[src/rtl/conv_mix_pkg.sv]
// rtl/conv_mix_pkg.sv - shared types and constants for the conv_mix_n mixing stage
package conv_mix_pkg;

    localparam logic MODE_SEP = 1'b0;
    localparam logic MODE_SUM = 1'b1;

    localparam int DLY0_DEF   = 10;
    localparam int DLY1_DEF   = 90;
    localparam int FRAME0_DEF = 576;
    localparam int FRAME1_DEF = 64;

    typedef enum logic [1:0] {
        ST_IDLE,
        ST_WAIT,
        ST_RUN,
        ST_DONE
    } state_e;

    function automatic int tree_levels(input int n);
        return $clog2(n);
    endfunction

endpackage

[src/rtl/add_tree_pipe.sv]
// rtl/add_tree_pipe.sv - registered pairwise adder tree with valid pipeline
// CONV_MIX_N_SAT_EN: clamp the wide sum to DW instead of wrapping
module add_tree_pipe import conv_mix_pkg::*; #(
    parameter int CH = 6,
    parameter int DW = 32
) (
    input  logic             clk,
    input  logic             rst,
    input  logic             valid_i,
    input  logic [CH*DW-1:0] data_i,
    output logic             valid_o,
    output logic [DW-1:0]    sum_o
);

    localparam int TL = tree_levels(CH);
    localparam int SW = DW + TL;
    localparam int NP = 1 << TL;

    logic [SW-1:0] ext   [NP];
    logic [SW-1:0] lvl_q [TL][NP];
    logic [TL-1:0] vld_q;
    logic [SW-1:0] total;

    // Leaves are padded with zeros to a power of two; adding zero forwards an odd element.
    always_comb begin
        for (int i = 0; i < NP; i++) begin
            ext[i] = '0;
        end
        for (int i = 0; i < CH; i++) begin
            ext[i] = {{TL{data_i[i*DW+DW-1]}}, data_i[i*DW +: DW]};
        end
    end

    always_ff @(posedge clk) begin
        if (rst) begin
            vld_q <= '0;
            for (int l = 0; l < TL; l++) begin
                for (int j = 0; j < NP; j++) begin
                    lvl_q[l][j] <= '0;
                end
            end
        end else begin
            vld_q[0] <= valid_i;
            for (int l = 1; l < TL; l++) begin
                vld_q[l] <= vld_q[l-1];
            end
            for (int j = 0; j < NP / 2; j++) begin
                lvl_q[0][j] <= ext[2*j] + ext[2*j+1];
            end
            for (int l = 1; l < TL; l++) begin
                for (int j = 0; j < (NP >> (l + 1)); j++) begin
                    lvl_q[l][j] <= lvl_q[l-1][2*j] + lvl_q[l-1][2*j+1];
                end
            end
        end
    end

    assign total   = lvl_q[TL-1][0];
    assign valid_o = vld_q[TL-1];

`ifdef CONV_MIX_N_SAT_EN
    localparam logic [SW-1:0] SMAX = {{(TL+1){1'b0}}, {(DW-1){1'b1}}};
    localparam logic [SW-1:0] SMIN = {{(TL+1){1'b1}}, {(DW-1){1'b0}}};

    always_comb begin
        if (!total[SW-1] && (total > SMAX)) begin
            sum_o = {1'b0, {(DW-1){1'b1}}};
        end else if (total[SW-1] && (total < SMIN)) begin
            sum_o = {1'b1, {(DW-1){1'b0}}};
        end else begin
            sum_o = total[DW-1:0];
        end
    end
`else
    assign sum_o = total[DW-1:0];
`endif

endmodule

[src/rtl/conv_mix_n.sv]
// rtl/conv_mix_n.sv - post-conv mixing stage: din_ready sequencing, per-channel or summed mix, ReLU, frame done
// CONV_MIX_N_SAT_EN: saturating cross-channel sum (forwarded to add_tree_pipe)
module conv_mix_n import conv_mix_pkg::*; #(
    parameter int CH     = 6,
    parameter int DW     = 32,
    parameter int DLY0   = DLY0_DEF,
    parameter int DLY1   = DLY1_DEF,
    parameter int FRAME0 = FRAME0_DEF,
    parameter int FRAME1 = FRAME1_DEF
) (
    input  logic             clk,
    input  logic             rst,
    input  logic             start,
    input  logic             mode,
    input  logic [CH-1:0]    in_valid,
    input  logic [CH*DW-1:0] din,
    output logic             din_ready,
    output logic             ovalid,
    output logic [CH*DW-1:0] dout,
    output logic             done,
    output logic             busy
);

    localparam int TL   = tree_levels(CH);
    localparam int FMAX = (FRAME0 > FRAME1) ? FRAME0 : FRAME1;
    localparam int DMAX = (DLY0 > DLY1) ? DLY0 : DLY1;
    localparam int FW   = $clog2(FMAX + 1);
    localparam int DCW  = $clog2(DMAX + 1);

    localparam logic [DCW-1:0] DLAST0 = DCW'(DLY0 - 1);
    localparam logic [DCW-1:0] DLAST1 = DCW'(DLY1 - 1);
    localparam logic [FW-1:0]  FLAST0 = FW'(FRAME0 - 1);
    localparam logic [FW-1:0]  FLAST1 = FW'(FRAME1 - 1);

    state_e           state_q, state_d;
    logic             mode_q, mode_d;
    logic [DCW-1:0]   dcnt_q, dcnt_d;
    logic [FW-1:0]    fcnt_q, fcnt_d;
    logic             ovalid_q;
    logic [CH*DW-1:0] dout_q, dout_d;
    logic [DW-1:0]    dly_q [TL][CH];
    logic [DW-1:0]    lane;
    logic             tree_vld;
    logic [DW-1:0]    tree_sum;
    logic [DCW-1:0]   dlast;
    logic [FW-1:0]    flast;
    logic             last_beat;

    add_tree_pipe #(
        .CH (CH),
        .DW (DW)
    ) u_tree (
        .clk     (clk),
        .rst     (rst),
        .valid_i (&in_valid),
        .data_i  (din),
        .valid_o (tree_vld),
        .sum_o   (tree_sum)
    );

    // Per-channel lanes are delayed by the tree depth so both modes share latency.
    always_ff @(posedge clk) begin
        if (rst) begin
            for (int s = 0; s < TL; s++) begin
                for (int i = 0; i < CH; i++) begin
                    dly_q[s][i] <= '0;
                end
            end
        end else begin
            for (int i = 0; i < CH; i++) begin
                dly_q[0][i] <= din[i*DW +: DW];
            end
            for (int s = 1; s < TL; s++) begin
                for (int i = 0; i < CH; i++) begin
                    dly_q[s][i] <= dly_q[s-1][i];
                end
            end
        end
    end

    always_comb begin
        dout_d = '0;
        lane   = '0;
        for (int i = 0; i < CH; i++) begin
            lane = (mode_q == MODE_SUM) ? tree_sum : dly_q[TL-1][i];
            dout_d[i*DW +: DW] = lane[DW-1] ? '0 : lane;
        end
    end

    assign dlast     = (mode_q == MODE_SUM) ? DLAST1 : DLAST0;
    assign flast     = (mode_q == MODE_SUM) ? FLAST1 : FLAST0;
    assign last_beat = (state_q == ST_RUN) && ovalid_q && (fcnt_q == flast);

    always_comb begin
        state_d = state_q;
        mode_d  = mode_q;
        dcnt_d  = dcnt_q;
        fcnt_d  = fcnt_q;
        unique case (state_q)
            ST_IDLE: begin
                mode_d = mode;
                dcnt_d = '0;
                fcnt_d = '0;
                if (start) begin
                    state_d = ST_WAIT;
                end
            end
            ST_WAIT: begin
                if (!start) begin
                    state_d = ST_IDLE;
                    dcnt_d  = '0;
                end else if (dcnt_q == dlast) begin
                    state_d = ST_RUN;
                    dcnt_d  = '0;
                end else begin
                    dcnt_d = dcnt_q + 1'b1;
                end
            end
            ST_RUN: begin
                // The final beat wins over a simultaneous start drop.
                if (last_beat) begin
                    state_d = ST_DONE;
                    fcnt_d  = '0;
                end else if (!start) begin
                    state_d = ST_IDLE;
                    fcnt_d  = '0;
                end else if (ovalid_q) begin
                    fcnt_d = fcnt_q + 1'b1;
                end
            end
            ST_DONE: begin
                if (!start) begin
                    state_d = ST_IDLE;
                end
            end
            default: state_d = ST_IDLE;
        endcase
    end

    always_ff @(posedge clk) begin
        if (rst) begin
            state_q  <= ST_IDLE;
            mode_q   <= MODE_SEP;
            dcnt_q   <= '0;
            fcnt_q   <= '0;
            ovalid_q <= 1'b0;
            dout_q   <= '0;
        end else begin
            state_q  <= state_d;
            mode_q   <= mode_d;
            dcnt_q   <= dcnt_d;
            fcnt_q   <= fcnt_d;
            ovalid_q <= tree_vld;
            dout_q   <= dout_d;
        end
    end

    assign din_ready = (state_q == ST_RUN);
    assign busy      = (state_q != ST_IDLE);
    assign done      = last_beat;
    assign ovalid    = ovalid_q;
    assign dout      = dout_q;

endmodule

[config.mk]
export PLATFORM = sky130hd
export DESIGN_NAME = conv_mix_n
export DESIGN_NICKNAME = d
export VERILOG_FILES = /design/src/rtl/conv_mix_pkg.sv /design/src/rtl/add_tree_pipe.sv /design/src/rtl/conv_mix_n.sv
export SDC_FILE = /design/constraint.sdc
export NUM_CORES = 2
export LEC_CHECK = 0
export CAP_MARGIN = 5
export CORE_MARGIN = 5
export CORE_UTILIZATION = 50
export CTS_BUF_LIST = sky130_fd_sc_hd__clkbuf_8
export DETAILED_ROUTE_END_ITERATION = 8
export PLACE_DENSITY_LB_ADDON = 0.12
export SYNTH_ARGS = -nofsm -noshare
export SYNTH_HDL_FRONTEND = slang
export SYNTH_SLANG_ARGS = --single-unit
[constraint.sdc]
create_clock -name clk -period 4.3 [get_ports clk]
set_input_delay 0.86 -clock clk [delete_from_list [all_inputs] [get_ports clk]]
set_output_delay 0.86 -clock clk [all_outputs]
set_load 0.02 [all_outputs]
==> results.py <==
metrics = {
    "die": {
        "ioPinCount": 398,
        "start_util_pct": 50.59,
        "die_area_mm2": 0.07666,
        "die_width_um": 276.9,
        "coreArea_mm2": 0.07039,
        "die_y_um": 276.9,
        "row_count": 97,
    },
    "timing": {
        "worstMarginPinSlew_ns": 1.122,
        "slew_headroom_pct": 24.94,
        "worst_slack_ns": 0.7468,
        "layout_min_cycle_time_ns": 3.553,
        "setup_tns_ns": 0,
        "slew_viol_final": 0,
        "setup_viol": 0,
        "worst_clock_skew_ns": 0.04117,
        "grt_setup_unrepaired": "no",
        "period_share_pct": 82.63,
        "max_clock_freq_mhz": 281.4,
        "hold_viol_final": 0,
    },
    "global_route": {
        "antenna_found_initial": 4,
        "grt_first_pass_wirelength_um": 140900,
        "busiest_layer": "met2",
        "met2_usage_pct": 39.75,
        "grt_pass1_vias": 23930,
        "grt_overflow_total": 0,
        "gr-usage-met3_pct": 4.325,
        "grt_start_max_net_pins": 239,
        "grt_usage_pct": 23.52,
        "grtUsageMet1_pct": 31.04,
    },
    "setup_path": {
        "required_ns": 3.44,
        "worstReg2RegEnd": "u_tree.lvl_q[0][205]",
        "crit_arrival_ns": 2.69,
        "end_kind": "primary output",
        "worstRegToRegCells": 10,
        "start_kind": "flip-flop",
        "rrSetupSlack_ns": 0.77,
        "r2r-start": "u_tree.lvl_q[0][70]",
        "path_class": "flip-flop to primary output",
        "cp_max_fo": 79,
    },
    "cells_and_area": {
        "multi_input_area_mm2": 0.01526,
        "final_layout_size_suffix_gt1_share_pct": 7.210,
        "final_common_cell": "dfxtp_1",
        "finish.net_count": 4324,
        "fill_cells": 6074,
        "synthToLayoutAreaGrowth_pct": 22.34,
        "final_cell_mix": "dfxtp_1, nor2b_1, clkdlybuf4s50_1",
        "regArea_mm2": 0.01958,
    },
    "clocking": {
        "clock_latency_ns": 0.78,
        "clk_pin_slew_ns": 0.07,
        "cts_setup_buffers": 0,
        "htreeDepth": 4,
        "clk_path_buf_depth": 3,
        "numCtsBuffers": 155,
        "cts.sinks": 978,
        "ctsRootBufferMaster": "clkbuf_8",
        "post_cts_resized": 0,
        "cts_tree": "yes",
        "cts_hold_buf": 0,
    },
    "yosys": {
        "synthMuxAreaShare_pct": 0.5024,
        "synthFlopType": "dfxtp_1",
        "synth_area_per_cell_um2": 10.04,
        "synth-async-reset-ratio_pct": 0,
        "yosys.area_share.adder_pct": 5.832,
        "synth.yosys.seq_area_share_pct": 54.98,
        "yosys.area_share.simple_pct": 21.39,
        "synth_top_family_by_area": "simple AND/OR/NAND/NOR gates",
        "yosys.cell_types.count": 76,
        "yosysWarnings": 0,
        "syn_inst": 3546,
        "ys_seq_elements": 978,
        "synth-xor-area-share_pct": 3.246,
        "synth_compound_area_share_pct": 11.72,
        "netlist_area_mm2": 0.03561,
        "synth_edf_count": 0,
    },
    "min_path": {
        "hold_start": "dly_q[0][270]",
        "holdPathEnd": "dly_q[0][462]",
        "hold_depth": 1,
        "hold_path_class": "flip-flop to flip-flop",
    },
    "status": {
        "run_status": "complete, no violations",
    },
    "place": {
        "portBuffers": 391,
        "dp_hpwl_um": 67500,
        "dpl_worst_slack_ns": 0.07442,
        "place_congestion": 0.8992,
    },
    "pwr": {
        "ir_drop_mv": 0.3114,
        "power.leakage_nw": 17.72,
        "power_density_mw_per_mm2": 474.9,
    },
    "route": {
        "wl_per_cell_um": 18.64,
        "vias": 25140,
        "vias_per_cell": 5.015,
        "route.detailed.drc": 0,
        "drtIter0Drc": 1709,
        "wirelength_um": 93400,
        "drtPass1Iterations": 5,
        "antenna_left": 0,
    },
    "job": {
        "drv_cap": 0,
    },
}
[flip-flops by register name, summed over array words and instances (netlist names)]
name and count:
u_tree.lvl_q 192, dcnt_q 7, dly_q 576, state_q 2, u_tree.vld_q 3, dout 186
ovalid 1, fcnt_q 10, mode_q 1
[stage by stage]
| stage | total power [mW] | area [um2] | cells | util, % | hold slack [ns] |
|---|---|---|---|---|---|
| finish | 20.69 | 43570 | 5012 | 61.89 | 0.4155 |
| global route | 21.66 | 43550 | 5005 | 61.87 | 0.4243 |
| CTS | 20.90 | 43550 | 5004 | 61.87 | 0.4139 |
| detailed placement | 12.91 | 40390 | 4742 | 57.38 | 0.4204 |
| global placement | 12.90 | 40390 | 4742 | 57.38 | 0.4156 |
| floorplan | 11.85 | 35630 | 3551 | - | 0.4138 |
[per-layer routing]
layer	up-vias	wire, um
li1	12670	-
met1	11690	41810
met2	631	44820
met3	142	4608
met4	0	2168
met5	-	0
[report_power, final]
group          internal [mW]  switching [mW]  total [mW]
clock network           4.38            3.58        7.96
logic                   1.26            1.63        2.90
registers               9.62           0.208        9.83
[kinds of logic after synthesis]
logic type,Yosys count
other,1
buffers and inverters,214
flip-flops,978
adder cells (fa/ha/maj),163
AO/OA/AOI/OAI,675
multiplexers,16
AND/OR/NAND/NOR,1367
XOR/XNOR,132
[synth_stat cells (41+ instances only)]
library cell	count	area share (%)
nand2b_1	196	3.4
inv_1	41	0.43
a21o_1	85	1.8
xor2_1	56	1.4
dfxtp_1	978	55
o21ai_0	83	1.2
a21oi_1	322	4.5
clkbuf_1	160	1.7
nor2_1	228	2.4
ha_1	158	5.6
nand2_1	127	1.3
nor2b_1	653	11
xnor2_1	76	1.9
[worst max-delay path, cell delays in order, from the launching register on]
cell,delay (ns)
dfxtp_4,0.87
xor2_1,0.19
nand4_1,0.17
inv_1,0.11
clkdlybuf4s50_1,0.61
[final cells by class]
type                       instances  area share [%]
antenna                            8         0.04595
timing repair buffer             424           9.678
clock buffer                     184           5.812
multi-input combinational       2359           35.03
sequential                       978           44.95
tap                              940           2.699
clock inverter                    78           1.433
inverter                          41          0.3532
[how the worst max path moves through the flow]
| stage | start | depth (start not counted) | endpoint |
|---|---|---|---|
| floorplan | din[128] | 10 | u_tree.lvl_q[0][24] |
| detailed placement | din[128] | 11 | u_tree.lvl_q[0][24] |
| global route | mode_q | 4 | done |
| CTS | mode_q | 4 | done |
| finish | mode_q | 4 | done |
| global placement | din[128] | 11 | u_tree.lvl_q[0][24] |
Power figures use the tool's default switching activity.
